===== config.mk =====
export PLATFORM = sky130hd
export DESIGN_NAME = sync_hs_tx_flat
export DESIGN_NICKNAME = d
export VERILOG_FILES = /design/src/rtl/sync_hs_tx_if.sv /design/src/rtl/sync_hs_tx.sv /design/src/flat_wrapper.sv
export SDC_FILE = /design/constraint.sdc
export NUM_CORES = 1
export LEC_CHECK = 0
export ABC_AREA = 1
export CAP_MARGIN = 20
export CORE_UTILIZATION = 35
export CTS_CLUSTER_SIZE = 10
export DETAILED_ROUTE_END_ITERATION = 6
export PLACE_DENSITY = 0.76
export SYNTH_ARGS = -nofsm -noshare
export SYNTH_HDL_FRONTEND = slang
export SYNTH_SLANG_ARGS = --single-unit

===== constraint.sdc =====
create_clock -name clk -period 0.9 [get_ports clk]
set_input_delay 0.09 -clock clk [delete_from_list [all_inputs] [get_ports clk]]
set_output_delay 0.09 -clock clk [all_outputs]
set_load 0.01 [all_outputs]

===== src/rtl/sync_hs_tx_if.sv =====
// Handshake bundle for sync_hs_tx: upstream valid/ready word port plus the
// two-phase req/ack pair and held data word that go to the remote domain.
interface sync_hs_tx_if #(
  parameter int DATA_WIDTH = 8
);
  logic                  in_valid;
  logic                  in_ready;
  logic [DATA_WIDTH-1:0] in_data;
  logic                  req_out;
  logic [DATA_WIDTH-1:0] data_out;
  logic                  ack_in;

  // The transmitter side: takes upstream words, drives req/data, samples ack.
  modport master (
    input  in_valid,
    input  in_data,
    input  ack_in,
    output in_ready,
    output req_out,
    output data_out
  );

  // The environment side: upstream producer plus remote acknowledger.
  modport slave (
    output in_valid,
    output in_data,
    output ack_in,
    input  in_ready,
    input  req_out,
    input  data_out
  );
endinterface


===== src/rtl/sync_hs_tx.sv =====
// Two-phase (toggle) request/acknowledge transmitter. A word accepted from
// upstream is held on data_out while req_out toggles; the transfer completes
// when the synchronised ack toggle matches req_out. Optional timeout flag and
// a protocol-error flag for acks that arrive with nothing outstanding.
module sync_hs_tx #(
  parameter int DATA_WIDTH     = 8,
  parameter int TIMEOUT_CYCLES = 0
) (
  input  logic              clk,
  input  logic              reset_,
  sync_hs_tx_if.master      bus,
  output logic              done,
  output logic              timeout_err,
  output logic              proto_err
);

  // A zero timeout still needs a legal one-bit counter; it is simply never stepped.
  localparam int CNT_W = (TIMEOUT_CYCLES > 0) ? $clog2(TIMEOUT_CYCLES + 1) : 1;
  localparam logic [CNT_W-1:0] CNT_MAX = CNT_W'(TIMEOUT_CYCLES);

  typedef enum logic [0:0] {
    IDLE     = 1'b0,
    WAIT_ACK = 1'b1
  } state_t;

  state_t                state, state_nxt;
  logic                  ack_p1, ack_p2, ack_sync;
  logic                  req_q, req_nxt;
  logic [DATA_WIDTH-1:0] data_q, data_nxt;
  logic                  in_ready_q;
  logic                  done_nxt, timeout_nxt, proto_nxt;
  logic [CNT_W-1:0]      cnt, cnt_nxt;

  // Two-flop synchroniser: the only place ack_in is sampled.
  always_ff @(posedge clk or negedge reset_) begin
    if (!reset_) begin
      ack_p1 <= 1'b0;
      ack_p2 <= 1'b0;
    end else begin
      ack_p1 <= bus.ack_in;
      ack_p2 <= ack_p1;
    end
  end

  assign ack_sync = ack_p2;

  // Next state: accept a word from IDLE, leave WAIT_ACK once ack matches req.
  always_comb begin
    state_nxt = state;
    case (state)
      IDLE:     if (bus.in_valid)      state_nxt = WAIT_ACK;
      WAIT_ACK: if (ack_sync == req_q) state_nxt = IDLE;
      default:                         state_nxt = IDLE;
    endcase
  end

  // Next values of the registered outputs, sticky flags and timeout counter.
  always_comb begin
    req_nxt     = req_q;
    data_nxt    = data_q;
    done_nxt    = 1'b0;
    timeout_nxt = timeout_err;
    proto_nxt   = proto_err;
    cnt_nxt     = cnt;
    case (state)
      IDLE: begin
        if (ack_sync != req_q) proto_nxt = 1'b1;
        if (bus.in_valid) begin
          req_nxt  = ~req_q;
          data_nxt = bus.in_data;
          cnt_nxt  = '0;
        end
      end
      WAIT_ACK: begin
        if (ack_sync == req_q) begin
          done_nxt = 1'b1;
        end else if ((TIMEOUT_CYCLES != 0) && (cnt != CNT_MAX)) begin
          cnt_nxt = cnt + 1'b1;
          if (cnt_nxt == CNT_MAX) timeout_nxt = 1'b1;
        end
      end
      default: ;
    endcase
  end

  // State and output registers; reset abandons any transfer in flight.
  always_ff @(posedge clk or negedge reset_) begin
    if (!reset_) begin
      state       <= IDLE;
      req_q       <= 1'b0;
      data_q      <= '0;
      in_ready_q  <= 1'b1;
      done        <= 1'b0;
      timeout_err <= 1'b0;
      proto_err   <= 1'b0;
      cnt         <= '0;
    end else begin
      state       <= state_nxt;
      req_q       <= req_nxt;
      data_q      <= data_nxt;
      in_ready_q  <= (state_nxt == IDLE);
      done        <= done_nxt;
      timeout_err <= timeout_nxt;
      proto_err   <= proto_nxt;
      cnt         <= cnt_nxt;
    end
  end

  assign bus.in_ready = in_ready_q;
  assign bus.req_out  = req_q;
  assign bus.data_out = data_q;

endmodule


===== src/flat_wrapper.sv =====
// flat-port wrapper written by rule: the top's interface ports become plain ports
module sync_hs_tx_flat 
#(
  parameter int DATA_WIDTH     = 8,
  parameter int TIMEOUT_CYCLES = 0
)
  (clk, reset_, done, timeout_err, proto_err, bus_in_valid, bus_in_data, bus_ack_in, bus_in_ready, bus_req_out, bus_data_out);
  sync_hs_tx_if #(.DATA_WIDTH(DATA_WIDTH)) bus_i ();
  input  logic clk;
  input  logic reset_;
  output logic done;
  output logic timeout_err;
  output logic proto_err;
  input wire logic [$bits(bus_i.in_valid)-1:0] bus_in_valid;
  input wire logic [$bits(bus_i.in_data)-1:0] bus_in_data;
  input wire logic [$bits(bus_i.ack_in)-1:0] bus_ack_in;
  output wire logic [$bits(bus_i.in_ready)-1:0] bus_in_ready;
  output wire logic [$bits(bus_i.req_out)-1:0] bus_req_out;
  output wire logic [$bits(bus_i.data_out)-1:0] bus_data_out;
  assign bus_i.in_valid = bus_in_valid;
  assign bus_i.in_data = bus_in_data;
  assign bus_i.ack_in = bus_ack_in;
  assign bus_in_ready = bus_i.in_ready;
  assign bus_req_out = bus_i.req_out;
  assign bus_data_out = bus_i.data_out;
  sync_hs_tx #(.DATA_WIDTH(DATA_WIDTH), .TIMEOUT_CYCLES(TIMEOUT_CYCLES)) u_core (.clk(clk), .reset_(reset_), .bus(bus_i), .done(done), .timeout_err(timeout_err), .proto_err(proto_err));
endmodule

==> flow_summary.toml, run 1 <==
[grt]
antenna_found_initial = 0
grt_max_degree = 16
grt_pass1_wl_mm = 1.89
grt_busiest_layer = "met2"
grt_overflow = 0
gr-usage-met1_pct = 17.1
grt_pass1_vias = 490
grt_use_met2_pct = 23.7
grt_use_total_pct = 13.9
grt_use_met3_pct = 2.59

[drt]
detail-route-antenna-nets = 0
vias = 535
drtIter0Drc = 0
dr.pass1.iters = 1
wl_mm = 1.23
viasPerCell = 4.65
drc = 0
routedWlPerCell_microns = 10.7

[power]
p_sw_w = 0.00113
power_w = 0.00299
clockPowerShare_pct = 13.2
p_per_area_nw_per_um2 = 3020
peakVddDrop_mv = 1.75
seq_power_share_pct = 36.6
swShare_pct = 38.0
internal_power_w = 0.00185
comb_power_share_pct = 50.2
power_leakage_nw = 0.541

[yosys]
synth-seq-cells = 15
syn_nets = 75
ys_seq_area_share_pct = 65.3
synthCells = 63
synth_warnings = 0
synthTopCellsByArea = "dfrtp_1 61%, nand2_1 22%, dfstp_2 4.6%"
synth_cell_types = 11
yosysTopAreaCell = "dfrtp_1"
syn-cell-area_sq_um = 577
postSynthAreaPerCell_sq_um = 9.16
synth_top_area_share_pct = 60.7

[critical_path]
cpLargestDelayFamily = "flip-flops"
r2r_setup_slack_ns = -0.02
cp_cell_sequence = "buf_6"
worst_ep_arrival_time_ns = 0.91
worstSetupPathType = "register to primary output"
slowest_stage = "dfstp_2"
cp-startpoint = "u_core.bus.in_ready"
path_buf_inv = 1
cp.required_ns = 0.81
cp_max_fo = 1
worstReg2RegStart = "u_core.state"
startpoint_type = "register"
cp-end-kind = "primary output"
max_stage_delay_ns = 0.53

[cells_and_area]
antenna_cells = 0
final_cell_mix = "17 x nand2_1, 14 x dfrtp_1, 13 x nand2_2"
stdcell_area_sq_um = 991
drive_gt1_share_pct = 51.5
syn2layout_area_growth_pct = 71.8
utilization_pct = 65.0
fin_nets = 112
final_common_cell = "nand2_1"
regArea_sq_um = 377
multiInputGateArea_sq_um = 254
n_fill_cell = 130

[timing]
clock-skew-final_ns = 0.00666
setup_viol = 15
clock.fmax_ghz = 1.00
final_hold_viol_count = 0
setup_slack_ns = -0.0987
slew_viol_final = 0
rsz0062_at_grt = "yes"
fin_crit_ns = 0.999
min_period_over_period_pct = 111

[die]
core_area_sq_um = 1520
die_height_microns = 42.6
num_rows = 14
start_util_pct = 37.8
io_pins = 25
die_x_microns = 42.6
fp.dieArea_sq_um = 1810

[clock_network]
insertion_delay_ns = 0.29
cts_tree = "done"
cts-buffers-inserted = 3
cts-htree-levels = 1
clk_path_buf_depth = 2
cts_sinks = 15
clockRootBuffer = "clkbuf_4"
clk_pin_slew_ns = 0.10
holdBufCountCts = 0

[place]
place_area_sq_um = 858
io_buffers = 23
post-dp-hpwl_microns = 779
routabilityCongestion = 0.727

[run_status]
status = "finished, violations left"
violations = "setup timing"

[worst_hold_path]
hold_class = "primary input to asynchronous set/reset pin"

[flow_run]
cap_violations = 0
==> metal layers <==
| layer | part of all wire, % | wire, microns | up-vias |
|---|---|---|---|
| met2 | 54 | 667 | 19 |
| met4 | 1.5 | 19 | 0 |
| met1 | 38 | 469 | 254 |
| met5 | 0 | 0 | - |
| li1 | - | - | 259 |
| met3 | 5.6 | 69 | 3 |
==> through the flow <==
| step | TNS (ns) | setup slack, ns | hold slack [ns] | std cells |
|---|---|---|---|---|
| 2_1_floorplan | 0 | 0.0670 | -0.206 | 63 |
| 3_3_place_gp | -2.64 | -0.215 | 0.333 | 105 |
| 3_5_place_dp | -2.53 | -0.203 | 0.341 | 105 |
| 4_1_cts | -0.134 | -0.0940 | 0.138 | 111 |
| 5_1_grt | -1.18 | -0.135 | 0.127 | 115 |
| 6_report | -0.274 | -0.0987 | 0.124 | 115 |
==> cell families (layout without fill, tap and decap cells) <==
kind of cell	Yosys count	in the layout	synth area share, %
and+or+nand+nor	39	40	26.9
DFF	15	15	65.3
buffers and inverters	8	43	7.16
other	1	1	0.650
==> power groups by stage <==
stage	clock network (W)	registers (W)	logic [W]
final	0.000395	0.00109	0.00150
after global routing	0.000439	0.00113	0.00166
after CTS	0.000388	0.00109	0.00116
after detailed placement	0	0.00110	0.00125
after global placement	0	0.00109	0.00122
after floorplan	0	0.00123	0.000391
==> cells in the mapped netlist <==
cell type,count
conb_1,1
nand2_2,1
dfrtp_1,14
buf_6,1
buf_4,1
dfstp_2,1
inv_1,4
nand2_1,34
inv_2,2
nand3_1,3
or2_2,1
==> path summary, 6_finish.rpt <==
path / cells past startpoint / to
max: 1 / bus_in_ready
min in group clk: 1 / u_core.ack_p1
min: 2 / u_core.bus.data_out[5]
max reg2reg: 5 / u_core.bus.data_out[0]
min reg2reg: 0 / u_core.ack_p2
max in group asynchronous: 2 / u_core.bus.in_ready
==> timing repair <==
| item | in CTS | in global routing |
|---|---|---|
| pin swaps | 1 | 3 |
| gates resized for setup | 54 | 31 |
| setup endpoints to repair | 25 | 24 |
| cloned | 0 | 2 |
| buffers inserted | 2 | 2 |
==> state kept, by name, indices dropped and copies added, names as in the netlist <==
register / flops
u_core.done: 1
u_core.bus.in_ready: 1
u_core.state: 1
u_core.ack_p1: 1
u_core.ack_p2: 1
u_core.bus.data_out: 8
u_core.proto_err: 1
u_core.bus.req_out: 1
==> worst reg2reg max path, cell delays in order (launching register included) <==
cell,delay [ns]
dfrtp_1,0.41
inv_2,0.14
nand2_8,0.11
clkinv_8,0.10
nand2_2,0.04
nand2_1,0.06
==> final cells by class <==
class	count	share of cell area, %
Timing Repair inverter	1	1.14
Inverter	6	3.79
Multi-Input combinational cell	41	25.6
Timing Repair Buffer	32	26.6
Clock buffer	3	2.27
Clock inverter	1	0.505
Sequential cell	15	38.0
Tap cell	16	2.02
(Power assumes the default switching activity.)
==> run 2, diff against run 1 <==
SKIP_CTS_REPAIR_TIMING = 1   (was unset)
==> flow_summary.toml, run 2 (same netlist as run 1, synthesis figures left out) <==
[grt]
antenna_found_initial = 0
grt_use_total_pct = 13.3
grt_pass1_vias = 465
grt_max_degree = 16
grt_overflow = 0
grt_pass1_wl_mm = 1.81

[cells_and_area]
fin_nets = 113
final_common_cell = "nand2_1"
regArea_sq_um = 377
n_fill_cell = 126
antenna_cells = 0
final_cell_mix = "22 x nand2_1, 14 x dfrtp_1, 11 x clkdlybuf4s50_1, 11 x clkbuf_2, 8 x nand2_2"
largest_reg_flops = 8
syn2layout_area_growth_pct = 72.0
multiInputGateArea_sq_um = 251
drive_gt1_share_pct = 49.0
finalNonFillerCells = 116

[place]
dp_cells = 105
routabilityCongestion = 0.727
post-dp-hpwl_microns = 779
place_ws_ns = -0.203
io_buffers = 23

[timing]
rsz0062_at_grt = "yes"
min_period_over_period_pct = 111
clock.fmax_ghz = 1.00
fin_crit_ns = 0.999
clock-skew-final_ns = 0.00773
setup_slack_ns = -0.0988
setup_tns_ns = -0.382
slew_viol_final = 0
whs_ns = 0.119
final_hold_viol_count = 0
setup_viol = 11

[power]
seq_power_share_pct = 37.1
power_leakage_nw = 0.539
internal_power_w = 0.00184
p_sw_w = 0.00112
comb_power_share_pct = 49.6
peakVddDrop_mv = 1.62
clockPowerShare_pct = 13.3
p_per_area_nw_per_um2 = 2990
swShare_pct = 37.9

[clock_network]
clk_path_buf_depth = 2
insertion_delay_ns = 0.29
cts_tree = "done"
cts-htree-levels = 1
cts-buffers-inserted = 3
clk_pin_slew_ns = 0.09
cts_sinks = 15
clockRootBuffer = "clkbuf_4"

[drt]
viasPerCell = 4.66
routedWlPerCell_microns = 10.5
vias = 541
detail-route-antenna-nets = 0
dr.pass1.iters = 4
drc = 0
wl_mm = 1.22
drtIter0Drc = 5

[critical_path]
startpoint_type = "register"
worst_ep_arrival_time_ns = 0.91
cp-end-kind = "primary output"
cp_max_fo = 1
cp_cell_sequence = "buf_6"
cpLargestDelayFamily = "flip-flops"
worstSetupPathType = "register to primary output"
cp.required_ns = 0.81
slowest_stage = "dfstp_2"
max_stage_delay_ns = 0.53
path_buf_inv = 1

[die]
die_x_microns = 42.6
die_height_microns = 42.6
fp.dieArea_sq_um = 1810
io_pins = 25
num_rows = 14
core_area_sq_um = 1520
start_util_pct = 37.8

[run_status]
violations = "setup timing"
status = "finished, violations left"

[worst_hold_path]
hold_class = "primary input to asynchronous set/reset pin"

[flow_run]
cap_violations = 0
-- run 2: power by group through the flow --
stage          clock (W)  combinational, W  sequential (W)
2_1_floorplan          0          0.000391         0.00123
3_3_place_gp           0           0.00122         0.00109
3_5_place_dp           0           0.00125         0.00110
4_1_cts         0.000388           0.00125         0.00109
5_1_grt         0.000440           0.00164         0.00114
6_report        0.000394           0.00147         0.00110
-- run 2: metal layers --
| metal | global-route usage [%] | vias to the layer above | wire [microns] | part of all wire (%) |
|---|---|---|---|---|
| li1 | - | 266 | - | - |
| met1 | 16.6 | 253 | 488 | 40 |
| met2 | 22.5 | 19 | 652 | 53 |
| met3 | 2.59 | 3 | 59 | 4.8 |
| met4 | 5.63 | 0 | 21 | 1.7 |
| met5 | 0 | - | 0 | 0 |
-- run 2: final timing paths --
check	depth (start not counted)	start	slack (ns)	end
max	1	u_core.bus.in_ready	-0.1	bus_in_ready
min reg2reg	0	u_core.ack_p1	0.36	u_core.ack_p2
max in group asynchronous	2	reset_	0.57	u_core.bus.in_ready
min	2	reset_	0.12	u_core.bus.req_out
max reg2reg	5	u_core.state	-0.06	u_core.bus.req_out
min in group clk	1	bus_ack_in	0.24	u_core.ack_p1
-- run 2: final cells by class --
class                      instances  area share, %
clock buffer                       3           2.27
clock inverter                     1          0.504
inverter                           6           3.78
multi-input combinational         41           25.3
sequential                        15           38.0
tap                               16           2.02
timing repair buffer              33           27.4
timing repair inverter             1          0.757
-- run 2: per-stage QoR --
stage	util (%)	power, W	instance area (sq um)
after floorplan	-	0.00162	577
after global placement	56.3	0.00231	858
after detailed placement	56.3	0.00234	858
after CTS	58.1	0.00273	886
after global routing	65.1	0.00322	992
final	65.1	0.00297	992
